## config.mk

```make
export PLATFORM = sky130hd
export DESIGN_NAME = run_detect_p
export DESIGN_NICKNAME = d
export VERILOG_FILES = /design/src/rtl/run_detect_p.sv
export SDC_FILE = /design/constraint.sdc
export NUM_CORES = 1
export LEC_CHECK = 0
export CAP_MARGIN = 25
export CORE_MARGIN = 2
export CORE_UTILIZATION = 25
export CTS_CLUSTER_DIAMETER = 80
export DETAILED_ROUTE_END_ITERATION = 7
export PLACE_DENSITY = 0.57
export SKIP_CTS_REPAIR_TIMING = 1
export SYNTH_ARGS = -nofsm -noshare
export SYNTH_HDL_FRONTEND = slang
export SYNTH_SLANG_ARGS = --single-unit
export TNS_END_PERCENT = 30
```

## constraint.sdc

```tcl
create_clock -name clk -period 1.36 [get_ports clk]
set_input_delay 0.136 -clock clk [delete_from_list [all_inputs] [get_ports clk]]
set_output_delay 0.136 -clock clk [all_outputs]
set_load 0.01 [all_outputs]
```

## src/rtl/run_detect_p.sv

```systemverilog
// run_detect_p: serial run-length detector.
//
// Tracks the length of the current run of identical bits on w (sampled only
// when en=1), saturating at MAX_RUN. A run is "qualified" once its length
// reaches the effective threshold; polarity filtering is selected by mode.
// All detector outputs are Moore outputs of the registered state plus the
// live thr/mode inputs.
//
// Optional feature: define RUN_DETECT_EVTCNT_EN to add an 8-bit saturating
// count of evt pulses on port evt_cnt (cleared by Reset and by clr).
//
// Ports:
//   clk      - clock, rising edge
//   Reset    - asynchronous active-high reset
//   en       - sample valid for w
//   clr      - synchronous run clear (wins over en)
//   w        - serial data bit
//   thr      - run-length threshold (0 -> 1, >MAX_RUN -> MAX_RUN)
//   mode     - 00 both polarities, 01 zeros only, 10 ones only, 11 disabled
//   q        - qualified run detected (q0 | q1)
//   q0       - zero-run detected
//   q1       - one-run detected
//   run_cnt  - current saturating run length
//   evt      - one-cycle pulse on rising edge of q
//   evt_cnt  - (RUN_DETECT_EVTCNT_EN only) saturating evt pulse count
module run_detect_p #(
    parameter int MAX_RUN = 4,
    localparam int CNT_W  = $clog2(MAX_RUN + 1)
) (
    input  logic             clk,
    input  logic             Reset,
    input  logic             en,
    input  logic             clr,
    input  logic             w,
    input  logic [CNT_W-1:0] thr,
    input  logic [1:0]       mode,
    output logic             q,
    output logic             q0,
    output logic             q1,
    output logic [CNT_W-1:0] run_cnt,
`ifdef RUN_DETECT_EVTCNT_EN
    output logic [7:0]       evt_cnt,
`endif
    output logic             evt
);

    localparam logic [CNT_W-1:0] MAX_C = CNT_W'(MAX_RUN);
    localparam logic [CNT_W-1:0] ONE_C = CNT_W'(1);

    logic [CNT_W-1:0] cnt;
    logic             lastbit;
    logic             q_d;
    logic [CNT_W-1:0] thr_eff;
    logic             hit;

    // Run tracking. A new run starts when nothing is tracked yet (cnt==0,
    // e.g. after reset or clr) or the polarity flips.
    always_ff @(posedge clk or posedge Reset) begin
        if (Reset) begin
            cnt     <= '0;
            lastbit <= 1'b0;
            q_d     <= 1'b0;
        end else begin
            q_d <= q;
            if (clr) begin
                cnt <= '0;
            end else if (en) begin
                if (cnt == '0 || w != lastbit) begin
                    cnt     <= ONE_C;
                    lastbit <= w;
                end else if (cnt != MAX_C) begin
                    cnt <= cnt + ONE_C;
                end
            end
        end
    end

    // Clamp threshold into 1..MAX_RUN so a saturated counter can always hit.
    always_comb begin
        if (thr == '0)
            thr_eff = ONE_C;
        else if (thr > MAX_C)
            thr_eff = MAX_C;
        else
            thr_eff = thr;
    end

    assign hit     = (cnt >= thr_eff) && (cnt != '0);
    assign q0      = hit & ~lastbit & (mode == 2'b00 || mode == 2'b01);
    assign q1      = hit &  lastbit & (mode == 2'b00 || mode == 2'b10);
    assign q       = q0 | q1;
    assign run_cnt = cnt;
    assign evt     = q & ~q_d;

`ifdef RUN_DETECT_EVTCNT_EN
    logic [7:0] evt_cnt_r;

    always_ff @(posedge clk or posedge Reset) begin
        if (Reset)
            evt_cnt_r <= 8'd0;
        else if (clr)
            evt_cnt_r <= 8'd0;
        else if (evt && evt_cnt_r != 8'hFF)
            evt_cnt_r <= evt_cnt_r + 8'd1;
    end

    assign evt_cnt = evt_cnt_r;
`endif

endmodule

```

# Word-level counts from Yosys, hierarchy flattened
# Cells that the tools add are included.
[totals]
regBits = 5
input_bits = 10
out_inout_bits = 7
[op_classes]
n_addsub = 1
magnitude_cmp = 2
n_eq_ne = 4
n_mux = 6
bitwise = 9
reduce_logical = 12
[ops]
columns = ["operator", "n"]
rows = [
  ["$mux 3", 6],
  ["$logic_not 3->1", 2],
  ["$reduce_bool 3->1", 2],
  ["$and 1x1->1", 5],
  ["$add 3x1->3 const B", 1],
  ["$ge 3x3->1", 1],
  ["$gt 3x3->1 const B", 1],
  ["$logic_or 1x1->1", 3],
  ["$ne 3x3->1 const B", 1],
  ["$not 1->1", 3],
  ["$reduce_and 3->1", 1],
  ["$eq 2x1->1 const B", 1],
  ["$eq 2x2->1 const B", 1],
  ["$logic_not 2->1", 1],
  ["$reduce_and 2->1", 1],
  ["$reduce_bool 2->1", 1],
  ["$logic_and 1x1->1", 1],
  ["$ne 1x1->1", 1],
  ["$or 1x1->1", 1],
]

# Longest topological paths before layout
# Gate-level depths: netlist of run 1.
[depth]
word_depth = 9
mapped_depth = 6

# Least setup slack after synthesis of run 1
# OpenSTA, ideal clock, no wires.
[synth_path]
path_type = "register to output"
startpoint = "register cnt[0], in the netlist run_cnt[0]"
endpoint = "output q1"
arrival_time_ns = 1.466
t_required_ns = 1.224
slack_ns = -0.242
path_stages_with_launch = 6
path_buffers = 0
cell_sequence = "dfrtp_1 -> inv_1 -> ha_1 -> nand2b_1 -> a31oi_1 -> nor4b_1"
[synth_between]
elab_chain_len = 4
[synth_rtl]
columns = ["item", "line", "rtl"]
rows = [
  ["start: declaration", "50", "logic [CNT_W-1:0] cnt;"],
  ["start signal: assignment", "72", "cnt <= cnt + ONE_C;"],
  ["$ge 3x3->1 or $reduce_bool 3->1 (tied branches)", "88", "assign hit = (cnt >= thr_eff) && (cnt != '0);"],
  ["$logic_and 1x1->1 *", "88", ""],
  ["$and 1x1->1 * (2 in a row)", "90", "assign q1 = hit & lastbit & (mode == 2'b00 || mode == 2'b10);"],
  ["end: declaration", "39", "output logic q1,"],
]
# Every way passes the cells marked *; elsewhere a longest branch is shown, timed or not.

# Worst setup path after layout of run 1
[layout_path]
startpoint = "register cnt[2], in the netlist run_cnt[2]"
endpoint = "output q"
[layout_between]
elab_chain_len = 5
[layout_rtl]
columns = ["item", "line", "rtl"]
rows = [
  ["$ge 3x3->1 or $reduce_bool 3->1 (tied branches)", "88", ""],
  ["$logic_and 1x1->1 *", "88", ""],
  ["$and 1x1->1, on equally long branches (2 in a row)", "89, 90", ""],
  ["$or 1x1->1 *", "91", "assign q = q0 | q1;"],
  ["end: declaration", "37", "output logic q,"],
]
# Marked as above.

==> summary.txt, run 1 <==
status = finished with violations
failing checks = setup timing
IO buf count = 16
CP Class = reg -> out
Final Max Slew Viols = 0
DPL Wire Length = 854.4 µm
fin area = 788.3 µm²
Area contributors post-synth = dfrtp_1 (32%), ha_1 (16%), inv_1 (7.7%)
pre-CTS setup slack = -0.8434 ns
final hold viol count = 0
Fill cells = 138
Netlist cell types = 23
Hold Path Class = in -> async
GR Util All Layers = 12.41%
final critical-path required period = 1.786 ns
clk_lat worst skew = 0.24 ns
Area growth, synth to finish = 101.3%
final worst slack = -0.4255 ns
global-route wire length before repair = 1.773 mm
root buf cell = clkbuf_4
Setup TNS = -1.644 ns
1st-pass router iterations = 2
worst hold slack = 0.09819 ns
Max-slew headroom = 81.48%
Placed Cells = 86
Die ar. = 1899 µm²
LEAKAGE = 0.4329 nW
Placer Congestion = 0.8016
Max-Cap Viols = 0
Ys Warns = 0
Residual DRC = 0
total chip power = 0.5294 mW
final period utilization = 131.3%
peak supply drop = 0.6381 mV
DR iter-0 viols = 1
Synth area leader = dfrtp_1
Mapped Cells = 44
Die Y = 43.58 µm
Yosys reg bits = 5
via count = 445
Layout Nets = 93
placed cell areas = 723.2 µm²
total grt overflow = 0
sequential area share after synthesis = 31.95%
Mapped Area = 391.6 µm²
largest net degree at the start of global routing = 7
Crit. End Element = output pin
PD cells = 671.6 nW/µm²
Die Span X = 43.58 µm
DR WL/cell = 11.28 µm
crit path launch type = flip-flop
core area = 1489 µm²
register area = 125.1 µm²
WP data arrival = 1.65 ns
Synth Net Count = 59
post-synth top area share = 31.95%
antenna violations before repair = 0
Reg clk slew, reported paths = 0.04 ns
RSZ-0062 raised after global routing = true
clk buf depth = 2
share of cells above drive strength 1 = 41.56%
CP Max Fanout = 3
multi-input logic area = 330.3 µm²
Routed Antenna Nets = 0
Initial Utilization = 26.30%
site row count = 14
vias in the first global route = 444
# H-tree levels = 1
Num CTS Buffers = 3
CTS tree = yes
vias per cell = 4.785
# diodes = 0
IO Pins = 17
clock sinks = 5
drt total wl = 1.049 mm
r2r setup slk = -0.15 ns
Final Util = 52.94%
cells on worst reg2reg path = 6
slew at the pin with the worst max-slew slack = 0.2742 ns
clk_skew = 0.001470 ns
Crit path required time = 1.22 ns
Avg Inst Size Synth = 8.901 µm²
setup violators final = 6
Finished Layout Cells = 93
Peak Freq = 560.1 MHz
[cell type report]
type | count | area share (%)
Clock buffer | 4 | 3.333
Inverter | 8 | 3.810
Tap cell | 16 | 2.540
Multi-Input combinational cell | 31 | 41.90
Sequential cell | 5 | 15.87
Timing Repair Buffer | 29 | 32.54
[synthesized netlist by cell type]
cell type and count:
a21o_1 1, a21oi_1 1, a31oi_1 2, a41oi_1 1
dfrtp_1 5, ha_1 5, inv_1 8, mux2_2 1
nand2_1 2, nand2b_1 3, nand3_1 1, nand3b_1 1
nand4_1 1, nand4b_1 1, nor2_1 1, nor3_1 1
nor4_1 2, nor4b_1 2, o21a_1 1, o21ai_0 1
o22ai_1 1, o311ai_0 1, xnor2_1 1
[placed cells by master (no fill, tap or decap)]
cell type        instances
ha_1                     4
clkbuf_1                 1
nor4_2                   1
nand2b_4                 1
nand4b_1                 1
ha_4                     1
nor3_4                   1
o22ai_1                  1
o311ai_0                 1
nor4b_1                  1
dfrtp_1                  5
a21o_1                   1
mux2_2                   1
buf_4                   12
nand2_1                  2
nand2b_1                 2
a21oi_2                  1
o21a_1                   1
nand4_1                  1
nor4_4                   1
a31oi_1                  1
a31oi_4                  1
xnor2_1                  1
buf_2                    4
nand3_1                  1
buf_6                    1
inv_2                    2
nor4b_4                  1
o21ai_0                  1
inv_1                    6
a41oi_1                  1
nor2_4                   1
dlymetal6s2s_1           6
nand3b_1                 1
clkdlybuf4s50_1          6
clkbuf_4                 3
[path summary, 6_finish.rpt]
check / startpoint / to
min: Reset / q_d$_DFF_PP0_
max in group asynchronous: Reset / run_cnt[0]$_DFFE_PP0P_
max reg2reg: run_cnt[2]$_DFFE_PP0P_ / q_d$_DFF_PP0_
max: run_cnt[2]$_DFFE_PP0P_ / q
min in group clk: w / lastbit$_DFFE_PP0P_
min reg2reg: lastbit$_DFFE_PP0P_ / lastbit$_DFFE_PP0P_
[where the power goes]
group / total (mW) / leakage [nW] / internal, mW / switching (mW)
combinational: 0.199 / 0.351 / 0.109 / 0.0901
clock: 0.167 / 0.0150 / 0.111 / 0.0565
sequential: 0.163 / 0.0666 / 0.157 / 0.00559
total: 0.529 / 0.433 / 0.377 / 0.152
[critical path, cell delays in order, from the launching register on]
cell and delay [ns]:
dfrtp_1 0.41, ha_4 0.27, a21o_1 0.18, a31oi_4 0.22, buf_6 0.16, nor3_4 0.04, buf_2 0.14
[routing by layer]
| layer | global-route usage, % | up-vias | share of wire [%] |
|---|---|---|---|
| li1 | - | 227 | - |
| met1 | 15.21 | 206 | 43 |
| met2 | 20.88 | 12 | 51 |
| met3 | 5.000 | 0 | 5.9 |
| met4 | 1.818 | 0 | 0 |
| met5 | 0 | - | 0 |
[logic make-up after synthesis]
kind of cell,count (synthesis),share of synthesized area [%]
simple gates,15,23.64
compound gates,9,15.66
buf+inv,8,7.668
fa+ha+maj,5,15.97
flops,5,31.95
xor+xnor,1,2.237
mux,1,2.875
[state kept, by name (all words and copies together), names as in the netlist]
signal and flops:
q_d 1, lastbit 1, run_cnt 3
(Power assumes the default switching activity.)
==> run 2: changes to the inputs <==
- SETUP_SLACK_MARGIN: default -> 0.02
- clock period: 1.36 -> 1.45 ns (I/O delays scaled with it)
==> run 2 against run 1 <==
The run still ends with setup timing left. Clock skew is 0.00088 ns higher. Routed wire length up 7.1%. Largest power group unchanged. Via count increased by 4.5%. Utilization is 0.25 points higher. Critical path depth increased by 1. Setup slack better by 0.057 ns. Total power shrank 5.2%. Cell area up 0.48%.
==> summary.txt, run 2 (same netlist as run 1, synthesis figures left out) <==
root buf cell = clkbuf_4 (unchanged)
Die Y = 43.58 µm (unchanged)
vias per cell = 4.947 (was 4.785)
pre-CTS setup slack = -0.7683 ns (was -0.8434 ns)
clk buf depth = 2 (unchanged)
Placer Congestion = 0.8009 (was 0.8016)
Num CTS Buffers = 3 (unchanged)
Hold Path Class = in -> async (unchanged)
Peak Freq = 549.8 MHz
Max-Cap Viols = 0 (unchanged)
worst r2r src = run_cnt[1]$_DFFE_PP0P_ (was run_cnt[2]$_DFFE_PP0P_)
clk_skew = 0.002348 ns (was 0.001470 ns)
Placed Cells = 85 (was 86)
largest net degree at the start of global routing = 9 (was 7)
final critical-path required period = 1.819 ns
clk_lat worst skew = 0.24 ns (about the same)
Fill cells = 144 (was 138)
Crit path required time = 1.31 ns (was 1.22 ns)
core area = 1489 µm² (unchanged)
final hold viol count = 0 (unchanged)
LEAKAGE = 0.4154 nW (was 0.4329 nW)
IO Pins = 17 (unchanged)
Residual DRC = 0 (unchanged)
via count = 465 (was 445)
total grt overflow = 0 (unchanged)
clock sinks = 5 (unchanged)
antenna violations before repair = 0 (unchanged)
# diodes = 0 (unchanged)
Area growth, synth to finish = 102.2% (was 101.3%)
GR Util All Layers = 13.44% (was 12.41%)
Finished Layout Cells = 94 (was 93)
final period utilization = 125.4%
failing checks = setup timing (unchanged)
setup violators final = 5 (was 6)
drt total wl = 1.123 mm (was 1.049 mm)
crit path launch type = flip-flop (unchanged)
commonest cells after routing, fill and taps aside = buf_4 (12), inv_1 (7), clkdlybuf4s50_1 (7) (was buf_4 (12), inv_1 (6), clkdlybuf4s50_1 (6), dlymetal6s2s_1 (6), dfrtp_1 (5))
cells on worst reg2reg path = 6 (unchanged)
site row count = 14 (unchanged)
Reg clk slew, reported paths = 0.04 ns (about the same)
vias in the first global route = 470 (was 444)
IO buf count = 16 (unchanged)
Die ar. = 1899 µm² (unchanged)
share of cells above drive strength 1 = 42.31% (was 41.56%)
Initial Utilization = 26.30% (unchanged)
peak supply drop = 0.5680 mV (was 0.6381 mV)
status = finished with violations (unchanged)
Die Span X = 43.58 µm (unchanged)
WP data arrival = 1.67 ns (was 1.65 ns)
Final Max Slew Viols = 0 (unchanged)
Layout Nets = 94 (was 93)
# H-tree levels = 1 (unchanged)
DPL Wire Length = 861.2 µm (was 854.4 µm)
Crit. End Element = output pin (unchanged)
CP Class = reg -> out (unchanged)
1st-pass router iterations = 4 (was 2)
CP Max Fanout = 4 (was 3)
CTS tree = yes (unchanged)
slew at the pin with the worst max-slew slack = 0.3575 ns (was 0.2742 ns)
PD cells = 633.7 nW/µm² (was 671.6 nW/µm²)
RSZ-0062 raised after global routing = true (unchanged)
r2r setup slk = 0.11 ns (was -0.15 ns)
Max-slew headroom = 76.14% (was 81.48%)
total chip power = 0.5019 mW (was 0.5294 mW)
DR iter-0 viols = 9 (was 1)
max reg flops = 3 (unchanged)
final worst slack = -0.3689 ns (was -0.4255 ns)
commonest non-fill, non-tap cell in the layout = buf_4 (unchanged)
global-route wire length before repair = 1.828 mm (was 1.773 mm)
r2r endpoint = run_cnt[2]$_DFFE_PP0P_ (was q_d$_DFF_PP0_)
Routed Antenna Nets = 0 (unchanged)
DR WL/cell = 11.95 µm (was 11.28 µm)
## run 2: per-stage QoR
stage	hold WS (ns)	setup TNS, ns	instance area, µm²	utilization, %
global placement	0.3534	-3.195	715.7	48.07
floorplan	-0.07648	-0.05497	467.9	-
detailed placement	0.3581	-3.251	715.7	48.07
finish	0.09435	-1.320	792.0	53.19
global route	0.1085	-1.747	792.0	53.19
CTS	0.09823	-3.074	742.0	49.83
## run 2: power breakdown
group / internal (mW) / switching (mW)
registers: 0.148 / 0.00499
clock network: 0.104 / 0.0550
logic: 0.107 / 0.0835
total: 0.358 / 0.143
## run 2: worst max-delay path: stages, from the launching register on
cell	delay (ns)
dfrtp_1	0.34
inv_1	0.07
ha_1	0.27
nand2b_4	0.12
a31oi_4	0.11
buf_6	0.14
nor4b_4	0.22
buf_2	0.16
## run 2: per-layer routing
metal	routed length (µm)	up-vias	global-route usage [%]
met5	0	-	0
met4	0	0	3.636
met3	75	0	7.500
met2	569	17	22.65
met1	478	219	14.43
li1	-	229	-
## run 2: worst max-delay path by stage
stage	start	endpoint	slack [ns]	cells past startpoint
2_1_floorplan	run_cnt[0]$_DFFE_PP0P_	q1	-0.03	5
3_3_place_gp	thr[1]	evt	-0.75	7
3_5_place_dp	thr[1]	q1	-0.77	7
4_1_cts	thr[1]	q1	-0.77	7
5_1_grt	run_cnt[2]$_DFFE_PP0P_	q1	-0.47	6
6_report	run_cnt[0]$_DFFE_PP0P_	q1	-0.37	7
## run 2: area by class of cell
| cell class | instances | area [µm²] | area share (%) |
|---|---|---|---|
| clock buffer | 4 | 26.28 | 3.318 |
| inverter | 8 | 30.03 | 3.791 |
| multi-input combinational | 31 | 325.3 | 41.07 |
| tap | 16 | 20.02 | 2.528 |
| sequential | 5 | 125.1 | 15.80 |
| timing repair buffer | 30 | 265.3 | 33.49 |
